--- src/rtl/tdc_avg_pkg.sv ---
// Shared sizing constants and FSM state type for the TDC window averager.
// Optional drop counter on tdc_avg is enabled with TDC_AVG_DROP_CNT_EN.
package tdc_avg_pkg;

  localparam int unsigned DW       = 20;
  localparam int unsigned MAX_LOG2 = 8;
  localparam int unsigned ACC_W    = DW + MAX_LOG2;

  typedef enum logic {
    S_IDLE,
    S_ACC
  } state_t;

endpackage

--- src/rtl/tdc_avg_fifo.sv ---
// Two-entry result FIFO; a push into a full FIFO only succeeds when a pop
// happens in the same cycle.
module tdc_avg_fifo #(
  parameter int unsigned W = 20
) (
  input  logic         clk,
  input  logic         rst,
  input  logic         push,
  input  logic         pop,
  input  logic [W-1:0] din,
  output logic [W-1:0] dout,
  output logic         full,
  output logic         empty
);

  logic [W-1:0] mem [2];
  logic         wr_ptr;
  logic         rd_ptr;
  logic [1:0]   count;
  logic         do_push;
  logic         do_pop;

  assign full    = (count == 2'd2);
  assign empty   = (count == 2'd0);
  assign do_pop  = pop & ~empty;
  assign do_push = push & (~full | do_pop);
  assign dout    = mem[rd_ptr];

  always_ff @(posedge clk or posedge rst) begin
    if (rst) begin
      for (int unsigned i = 0; i < 2; i++) mem[i] <= '0;
      wr_ptr <= 1'b0;
      rd_ptr <= 1'b0;
      count  <= '0;
    end else begin
      if (do_push) begin
        mem[wr_ptr] <= din;
        wr_ptr      <= ~wr_ptr;
      end
      if (do_pop) rd_ptr <= ~rd_ptr;
      count <= count + 2'(do_push) - 2'(do_pop);
    end
  end

endmodule

--- src/rtl/tdc_avg.sv ---
// Block averager: sums 2^k samples, rounds the mean and queues it in a
// 2-deep FIFO. Define TDC_AVG_DROP_CNT_EN to add the drop_cnt output.
module tdc_avg #(
  parameter int unsigned DW       = tdc_avg_pkg::DW,
  parameter int unsigned MAX_LOG2 = tdc_avg_pkg::MAX_LOG2
) (
  input  logic          clk,
  input  logic          rst,
  input  logic          dval,
  input  logic [DW-1:0] in_data,
  input  logic [3:0]    win_log2,
  input  logic          out_ready,
  output logic [DW-1:0] out_data,
  output logic          o_dval,
  output logic          o_ovf,
  output logic          o_busy
`ifdef TDC_AVG_DROP_CNT_EN
  ,
  output logic [7:0]    drop_cnt
`endif
);

  import tdc_avg_pkg::*;

  localparam int unsigned AW = DW + MAX_LOG2;
  localparam int unsigned CW = MAX_LOG2 + 1;

  state_t        state, state_nx;
  logic [AW-1:0] acc;
  logic [CW-1:0] cnt;
  logic [3:0]    k_lat;
  logic [3:0]    k_in;
  logic [3:0]    k_cur;
  logic [CW-1:0] win_last;
  logic [AW-1:0] close_sum;
  logic          close;
  logic          start;

  logic          s1_vld;
  logic [AW-1:0] s1_sum;
  logic [3:0]    s1_k;
  logic [AW-1:0] rnd;
  logic [DW-1:0] res;

  logic          fifo_full;
  logic          fifo_empty;
  logic          pop;
  logic          drop;

  assign k_in = (win_log2 > 4'(MAX_LOG2)) ? 4'(MAX_LOG2) : win_log2;

  always_ff @(posedge clk or posedge rst) begin
    if (rst) state <= S_IDLE;
    else     state <= state_nx;
  end

  // The exponent is taken live only on a window's first sample; afterwards
  // the latched copy governs, so mid-window win_log2 changes have no effect.
  always_comb begin
    state_nx  = state;
    close     = 1'b0;
    start     = 1'b0;
    k_cur     = (state == S_IDLE) ? k_in : k_lat;
    win_last  = (CW'(1) << k_cur) - CW'(1);
    close_sum = acc + AW'(in_data);
    case (state)
      S_IDLE: begin
        if (dval) begin
          if (k_in == 4'd0) begin
            close = 1'b1;
          end else begin
            start    = 1'b1;
            state_nx = S_ACC;
          end
        end
      end
      S_ACC: begin
        if (dval && (cnt == win_last)) begin
          close    = 1'b1;
          state_nx = S_IDLE;
        end
      end
      default: state_nx = S_IDLE;
    endcase
  end

  always_ff @(posedge clk or posedge rst) begin
    if (rst) begin
      acc   <= '0;
      cnt   <= '0;
      k_lat <= '0;
    end else if (close) begin
      acc <= '0;
      cnt <= '0;
    end else if (dval) begin
      acc <= close_sum;
      cnt <= cnt + CW'(1);
      if (start) k_lat <= k_in;
    end
  end

  always_ff @(posedge clk or posedge rst) begin
    if (rst) begin
      s1_vld <= 1'b0;
      s1_sum <= '0;
      s1_k   <= '0;
    end else begin
      s1_vld <= close;
      if (close) begin
        s1_sum <= close_sum;
        s1_k   <= k_cur;
      end
    end
  end

  // Round-half-up mean; the sum headroom guarantees the rounding add cannot wrap.
  always_comb begin
    rnd = s1_sum;
    res = s1_sum[DW-1:0];
    if (s1_k != 4'd0) begin
      rnd = s1_sum + (AW'(1) << (s1_k - 4'd1));
      res = DW'(rnd >> s1_k);
    end
  end

  assign pop  = o_dval & out_ready;
  assign drop = s1_vld & fifo_full & ~pop;

  tdc_avg_fifo #(
    .W (DW)
  ) u_fifo (
    .clk   (clk),
    .rst   (rst),
    .push  (s1_vld),
    .pop   (pop),
    .din   (res),
    .dout  (out_data),
    .full  (fifo_full),
    .empty (fifo_empty)
  );

  assign o_dval = ~fifo_empty;
  assign o_busy = (state == S_ACC);

  always_ff @(posedge clk or posedge rst) begin
    if (rst)       o_ovf <= 1'b0;
    else if (drop) o_ovf <= 1'b1;
  end

`ifdef TDC_AVG_DROP_CNT_EN
  always_ff @(posedge clk or posedge rst) begin
    if (rst)                              drop_cnt <= '0;
    else if (drop && (drop_cnt != 8'hFF)) drop_cnt <= drop_cnt + 8'd1;
  end
`endif

endmodule

--- config.mk ---
export PLATFORM = sky130hd
export DESIGN_NAME = tdc_avg
export DESIGN_NICKNAME = d
export VERILOG_FILES = /design/src/rtl/tdc_avg_pkg.sv /design/src/rtl/tdc_avg_fifo.sv /design/src/rtl/tdc_avg.sv
export SDC_FILE = /design/constraint.sdc
export NUM_CORES = 1
export LEC_CHECK = 0
export BUFFER_PORTS_ARGS = -buffer_cell sky130_fd_sc_hd__buf_2
export CAP_MARGIN = 20
export CORE_MARGIN = 5
export CORE_UTILIZATION = 46
export DETAILED_ROUTE_END_ITERATION = 8
export GPL_TIMING_DRIVEN = 0
export PLACE_DENSITY = 0.66
export SYNTH_ARGS = -nofsm -noshare
export SYNTH_HDL_FRONTEND = slang
export SYNTH_SLANG_ARGS = --single-unit
export TNS_END_PERCENT = 5
--- constraint.sdc ---
create_clock -name clk -period 7.13 [get_ports clk]
set_input_delay 0.713 -clock clk [delete_from_list [all_inputs] [get_ports clk]]
set_output_delay 0.713 -clock clk [all_outputs]
set_load 0.03 [all_outputs]
==> results of run 1 <==
[cell type report]
| cell class | instances | area [sq um] |
|---|---|---|
| Fill cell | 2056 | 10000 |
| Multi-Input combinational cell | 920 | 6220 |
| Sequential cell | 120 | 3000 |
| Clock buffer | 17 | 425 |
| Tap cell | 275 | 344 |
| Buffer | 70 | 332 |
| Timing Repair Buffer | 51 | 278 |
| Inverter | 38 | 148 |
| Clock inverter | 15 | 143 |
[state kept, by name (all words and copies together) (netlist names)]
name           count
cnt                9
u_fifo.rd_ptr      1
acc               28
u_fifo.count       2
k_lat              4
o_ovf              1
s1_sum            28
s1_vld             1
u_fifo.wr_ptr      1
s1_k               4
u_fifo.mem        40
o_busy             1
[power breakdown]
| group | internal [mW] | switching [mW] | total [mW] |
|---|---|---|---|
| registers | 0.915 | 0.220 | 1.13 |
| logic | 1.09 | 1.83 | 2.92 |
| clock network | 0.486 | 0.356 | 0.842 |
[metrics by stage]
step | cell area [sq um] | total power [mW] | hold WS, ps | instances
2_1_floorplan | 9700 | 3.18 | 443 | 1148
3_3_place_gp | 10300 | 3.94 | 434 | 1473
3_5_place_dp | 10300 | 3.98 | 443 | 1474
4_1_cts | 10900 | 4.84 | 313 | 1506
5_1_grt | 10900 | 5.21 | 334 | 1506
6_report | 10900 | 4.89 | 303 | 1506
[placed cells by master (no fill, tap or decap), types with 7 or more instances in the layout]
| cell | instances |
|---|---|
| sky130_fd_sc_hd__a221oi_1 | 10 |
| sky130_fd_sc_hd__o21ai_0 | 66 |
| sky130_fd_sc_hd__nand2b_1 | 10 |
| sky130_fd_sc_hd__nor3_1 | 20 |
| sky130_fd_sc_hd__o22ai_1 | 8 |
| sky130_fd_sc_hd__mux2_2 | 53 |
| sky130_fd_sc_hd__xor2_1 | 17 |
| sky130_fd_sc_hd__ha_1 | 40 |
| sky130_fd_sc_hd__inv_1 | 34 |
| sky130_fd_sc_hd__nor3b_1 | 9 |
| sky130_fd_sc_hd__o211ai_1 | 17 |
| sky130_fd_sc_hd__nor2_1 | 109 |
| sky130_fd_sc_hd__or3_1 | 7 |
| sky130_fd_sc_hd__a21oi_1 | 81 |
| sky130_fd_sc_hd__a21o_1 | 11 |
| sky130_fd_sc_hd__nand2_1 | 129 |
| sky130_fd_sc_hd__mux2i_1 | 9 |
| sky130_fd_sc_hd__nand4_1 | 13 |
| sky130_fd_sc_hd__clkbuf_1 | 43 |
| sky130_fd_sc_hd__buf_4 | 11 |
| sky130_fd_sc_hd__a211oi_1 | 15 |
| sky130_fd_sc_hd__dfrtp_1 | 120 |
| sky130_fd_sc_hd__buf_2 | 60 |
| sky130_fd_sc_hd__o31ai_1 | 20 |
| sky130_fd_sc_hd__and2_1 | 10 |
| sky130_fd_sc_hd__a31oi_1 | 13 |
| sky130_fd_sc_hd__o21a_1 | 7 |
| sky130_fd_sc_hd__xnor2_1 | 39 |
| sky130_fd_sc_hd__clkbuf_16 | 17 |
| sky130_fd_sc_hd__o2bb2ai_1 | 12 |
| sky130_fd_sc_hd__a211o_1 | 8 |
| sky130_fd_sc_hd__nand3_1 | 27 |
| sky130_fd_sc_hd__nor4_1 | 8 |
| sky130_fd_sc_hd__and3_1 | 15 |
[layer usage]
layer | share of wire, % | wire length (microns) | track usage [%]
met1 | 44 | 13600 | 35.0
met5 | 0 | 0 | 0
met4 | 4.1 | 1280 | 10.8
met2 | 44 | 13800 | 40.3
met3 | 7.5 | 2340 | 5.26
[worst max path at each step]
stage | end | cells past startpoint
after floorplan | u_fifo.mem[30] | 18
after global placement | u_fifo.mem[32] | 15
after detailed placement | u_fifo.mem[32] | 16
after CTS | u_fifo.mem[32] | 16
after global routing | u_fifo.mem[12] | 16
final | u_fifo.mem[32] | 15
[kinds of logic (layout without fill, tap and decap cells)]
kind of cell / after synthesis / after routing / synth area share [%]
flops: 120 / 120 / 31.0
simple gates: 396 / 396 / 19.6
xor+xnor: 56 / 56 / 5.06
compound gates: 357 / 357 / 25.4
mux: 69 / 69 / 8.56
fa+ha+maj: 42 / 42 / 5.57
buf+inv: 108 / 191 / 4.89
==> impl_metrics.csv, run 1 <==
group,metric,value,unit
worst_setup_path,regToRegStartpoint,"s1_k[1]",
worst_setup_path,crit_path_max_fanout,10,
clocking,cts.path.max_buffers,2,
worst_setup_path,critical_path_buf_inv_count,3,
yosys,yosysTopAreaCell,"sky130_fd_sc_hd__dfrtp_1",
worst_setup_path,crit_path_max_incr_delay,750,ps
timing,setup-violations-final,0,
min_path,worst_hold_path_class,"in2async",
timing,slew_viols_final,0,
drt,finalWirelength,31.0,mm
die,die_x,155,microns
worst_setup_path,critical_path.endpoint_type,"register",
timing,max_freq,0.176,GHz
worst_setup_path,highest_delay_cell_along_the_critical_path,"sky130_fd_sc_hd__a22oi_1",
flow_run,cap_viol_max_count,0,
worst_setup_path,kind_of_launch_point_of_the_worst_setup_path,"register",
clocking,clock_insertion_delay_worst_skew,430,ps
cells_and_area,insertedDiodeCount,0,
placed_design,port_buffers,50,
die,fp.dieArea,24100,sq um
worst_setup_path,cp.arrival,5970,ps
drt,detail_route.vias_per_cell,6.25,
yosys,avgSynthCellArea,8.45,sq um
yosys,share_of_the_yosys_chip_area_belonging_to_registers,31.0,%
global_routing,grt_first_pass_wirelength,49.2,mm
timing,rsz_0062_raised_after_global_routing,"false",
placed_design,gp_routability_congestion,1.02,
yosys,async_reset_ff_share,100,%
worst_setup_path,r2r_cells,15,
yosys,synthDistinctLibCells,91,
placed_design,dp_hpwl,23.5,mm
clocking,cts-htree-levels,4,
clocking,cts-buffers-inserted,17,
worst_setup_path,setup.worst_path.class,"reg2reg",
yosys,synthesis.area,9700,sq um
worst_setup_path,timing.critical_path.from,"s1_k[1]",
timing,finClkSkew,12.2,ps
timing,relSlewSlack,38.9,%
drt,drt_drc_violations_left,0,
clocking,postCtsHoldBufs,0,
timing,setup_total_negative_slack,0,ps
die,core_area,20900,sq um
timing,worst_slack,1450,ps
worst_setup_path,worst_r2r_endpoint,"u_fifo.mem[32]",
worst_setup_path,worst-endpoint-required,7420,ps
yosys,yosysWarnings,0,
drt,drt-pass1-iter-count,5,
clocking,clock_sink_count,120,
global_routing,first_global_vias,8927,
yosys,yosysTopAreaCellShare,31.0,%
global_routing,maximum_number_of_pins_on_one_net_before_global_route_repair,75,
clocking,cts_root_buf,"sky130_fd_sc_hd__clkbuf_16",
timing,worst-slew-pin-transition,917,ps
yosys,syn-instance-count,1148,
global_routing,grt_overflow_total,0,
die,io_pins,51,
timing,layout_min_cycle_time,5680,ps
global_routing,grt_usage,25.8,%
cells_and_area,area_growth,12.3,%
yosys,yosys-top-cells-area,"sky130_fd_sc_hd__dfrtp_1 31%, sky130_fd_sc_hd__mux2_2 6.2%, sky130_fd_sc_hd__ha_1 5.2%",
clocking,cts_repair_resize_count,0,
die,fp.dieH,155,microns
yosys,synth.most_common_cell,"sky130_fd_sc_hd__nand2_1",
yosys,synth_commonest_cells,"129 x sky130_fd_sc_hd__nand2_1, 120 x sky130_fd_sc_hd__dfrtp_1, 109 x sky130_fd_sc_hd__nor2_1",
clocking,path_clk_slew,60,ps
drt,postRouteAntennaNets,0,
cells_and_area,final_layout_size_suffix_gt1_share,16.0,%
run_status,outcome,"completed",
die,floorplan.rows,53,
die,initial_core_utilization,46.4,%
clocking,cts_tree,"built",
clocking,post_cts.repair.setup_buffers,0,
worst_setup_path,worst_path_dominant_cell_family,"compound AO/OA/AOI/OAI gates",
yosys,synth_nets,1218,
drt,avgRoutedWirePerCell,20.6,microns
drt,drt_iter0_markers,857,
worst_setup_path,ff2ff_setup_slack,1450,ps
yosys,synthFlopType,"sky130_fd_sc_hd__dfrtp_1",
power,power_dens_cells,449,nW/um^2
yosys,synth_enable_flop_cells,0,
cells_and_area,final_nets,1288,
drt,dr_total_vias,9413,
cells_and_area,post-route-util,52.1,%
yosys,yosys_register_bits,120,
placed_design,place_ws,1720,ps
timing,count_of_endpoints_failing_hold_in_the_final_timing_report,0,
power,leakage_power,4.79,nW
power,power.ir.vdd_worst,0.233,mV
worst_setup_path,cp_cell_sequence,"buf_2 > clkinv_1 > nand2_1 > clkbuf_1 > nor2_1 > ha_1 > a21oi_1 > o21ai_0 > a22oi_1 > a21oi_1 > xnor2_1 > a2bb2oi_1 > o311ai_0 > a311oi_1 > o21ai_0",
global_routing,antenna_found_initial,1,
timing,min_period_over_period,79.6,%
Note: power is estimated with default switching activity, not from simulation.
==> run 2, diff against run 1 <==
- clock period: 7.13 -> 5.6 ns (I/O delays scaled with it)
==> run 2 against run 1 <==
The flow now finishes with violations (DRC). Via count increased by 0.16%. Clock power grew 27%. Sequential power increased by 27%. Non-clock buffer count stayed put. Maximum frequency grew 3.8%. Global-route usage unchanged. Design area is essentially flat. Critical path type unchanged. Critical endpoint is now u_fifo.mem[30].
==> impl_metrics.csv, run 2 (synthesized netlist as in run 1, its figures left out) <==
group,metric,value,unit
run_status,outcome,"complete, but fails checks",
run_status,violations_in_the_final_reports,"DRC",
worst_setup_path,worst-endpoint-required,5910,ps
worst_setup_path,setup.worst_path.class,"reg2reg",
timing,setup_total_negative_slack,0,ps
timing,slew_viols_final,0,
timing,worst-slew-pin-transition,874,ps
drt,finalWirelength,31.0,mm
die,initial_core_utilization,46.4,%
die,fp.dieArea,24100,sq um
worst_setup_path,timing.critical_path.from,"s1_k[1]",
die,fp.dieH,155,microns
placed_design,dp_hpwl,23.5,mm
timing,layout_min_cycle_time,5470,ps
cells_and_area,post-route-util,52.2,%
power,design_power_total,6.23,mW
global_routing,maximum_number_of_pins_on_one_net_before_global_route_repair,75,
worst_setup_path,kind_of_launch_point_of_the_worst_setup_path,"register",
worst_setup_path,critical_path.endpoint_type,"register",
timing,min_period_over_period,97.6,%
worst_setup_path,regToRegStartpoint,"s1_k[1]",
cells_and_area,multi_input_comb_area,6220,sq um
worst_setup_path,r2r_cells,18,
cells_and_area,final_design_area_no_fill,10900,sq um
worst_setup_path,crit_path_max_fanout,10,
timing,count_of_endpoints_failing_hold_in_the_final_timing_report,0,
global_routing,grt_usage,25.8,%
drt,drt-pass1-iter-count,8,
die,die_x,155,microns
timing,finClkSkew,13.5,ps
clocking,postCtsHoldBufs,0,
cells_and_area,final_layout_size_suffix_gt1_share,16.2,%
global_routing,grt_overflow_total,0,
placed_design,place_ws,185,ps
clocking,path_clk_slew,60,ps
cells_and_area,largest_reg_flops,40,
clocking,cts_tree,"built",
placed_design,dpl_cell_area,10300,sq um
timing,final.hold.worst_slack,147,ps
drt,postRouteAntennaNets,0,
power,power_dens_cells,572,nW/um^2
flow_run,cap_viol_max_count,0,
clocking,cts-htree-levels,4,
global_routing,globalRoute.busiestLayer,"met2",
cells_and_area,layout_top_registers,"u_fifo.mem (40), acc (28), s1_sum (28)",
die,floorplan.rows,53,
cells_and_area,layout.cells.most_common_list,"129 x sky130_fd_sc_hd__nand2_1, 120 x sky130_fd_sc_hd__dfrtp_1, 109 x sky130_fd_sc_hd__nor2_1",
global_routing,grt_first_pass_wirelength,49.2,mm
placed_design,gp_routability_congestion,1.02,
cells_and_area,seq_area,3000,sq um
drt,dr_total_vias,9428,
clocking,clock_sink_count,120,
global_routing,met3_usage_in_global_routing,5.26,%
worst_setup_path,worst_r2r_endpoint,"u_fifo.mem[30]",
power,leakage_power,4.79,nW
cells_and_area,fin_cells,1506,
cells_and_area,final_common_cell,"sky130_fd_sc_hd__nand2_1",
placed_design,placedCellCount,1474,
placed_design,port_buffers,50,
timing,worst_slack,132,ps
timing,setup-violations-final,0,
cells_and_area,insertedDiodeCount,0,
timing,relSlewSlack,41.7,%
clocking,cts_root_buf,"sky130_fd_sc_hd__clkbuf_16",
global_routing,antenna_found_initial,1,
cells_and_area,fill_count,2057,
cells_and_area,final_nets,1288,
drt,avgRoutedWirePerCell,20.6,microns
die,core_area,20900,sq um
drt,detail_route.vias_per_cell,6.26,
worst_setup_path,cp.arrival,5780,ps
global_routing,first_global_vias,8927,
worst_setup_path,worst_setup_path_endpoint,"u_fifo.mem[30]",
die,io_pins,51,
drt,drt_drc_violations_left,1,
timing,rsz_0062_raised_after_global_routing,"true",
min_path,worst_hold_path_class,"in2async",
worst_setup_path,ff2ff_setup_slack,130,ps
cells_and_area,register_with_the_most_flip_flops,"u_fifo.mem",
clocking,cts.path.max_buffers,2,
drt,drt_iter0_markers,916,
global_routing,globalRouteMet1Util,35.0,%
timing,max_freq,0.183,GHz
clocking,cts-buffers-inserted,17,
clocking,clock_insertion_delay_worst_skew,430,ps
cells_and_area,area_growth,12.4,%
global_routing,gr-usage-met2,40.3,%
power,power.ir.vdd_worst,0.295,mV
-- run 2: cell count changes in the layout (fill, tap and decap cells not counted) --
cell                       delta
sky130_fd_sc_hd__a22oi_2      +1
sky130_fd_sc_hd__clkbuf_1     -1
sky130_fd_sc_hd__clkbuf_2     +1
sky130_fd_sc_hd__a22oi_1      -1
-- run 2: power breakdown --
part | internal, mW | total (mW) | switching, mW
combinational | 1.39 | 3.71 | 2.33
clock | 0.619 | 1.07 | 0.452
sequential | 1.16 | 1.44 | 0.279
-- run 2: worst min-delay path by stage --
stage | startpoint | endpoint | slack, ps | depth (start not counted)
after floorplan | u_fifo.mem[14] | u_fifo.mem[14] | 440 | 2
after global placement | o_ovf | o_ovf | 430 | 1
after detailed placement | o_ovf | o_ovf | 440 | 1
after CTS | rst | s1_vld | 160 | 2
after global routing | rst | u_fifo.mem[32] | 180 | 2
final | rst | s1_vld | 150 | 2
-- run 2: critical path, cell delays in order, from the launching register on --
cell                       delay [ps]
sky130_fd_sc_hd__dfrtp_1          310
sky130_fd_sc_hd__buf_2            220
sky130_fd_sc_hd__clkinv_1         350
sky130_fd_sc_hd__nand2_1          240
sky130_fd_sc_hd__clkbuf_1         680
sky130_fd_sc_hd__nor2_1           140
sky130_fd_sc_hd__ha_1             260
sky130_fd_sc_hd__fa_1             450
sky130_fd_sc_hd__a211oi_2         290
sky130_fd_sc_hd__o21ai_2          180
sky130_fd_sc_hd__a41oi_1          380
sky130_fd_sc_hd__and2_1           170
sky130_fd_sc_hd__buf_2            210
sky130_fd_sc_hd__buf_6            170
sky130_fd_sc_hd__nor3_2            50
sky130_fd_sc_hd__o21ai_0          320
sky130_fd_sc_hd__a31oi_1          230
sky130_fd_sc_hd__o32a_1           440
sky130_fd_sc_hd__mux2_4           270
-- run 2: layer usage --
metal,routed length [microns],share of wire [%]
met5,0,0
met4,1400,4.5
met3,2560,8.2
met2,13700,44
met1,13300,43
-- run 2: what timing repair did --
item,CTS,global route
setup buffers,0,0
gates resized for setup,0,3
setup endpoints to repair,0,16
hold endpoints to repair,0,0
-- run 2: final cells by class --
class / count / area share (%)
clock buffers: 17 / 3.90
clock inverters: 15 / 1.31
flip-flops and latches: 120 / 27.6
well taps: 275 / 3.16
plain buffers: 70 / 3.05
repair buffers: 51 / 2.55
inverters: 38 / 1.35
multi-input cells: 920 / 57.1
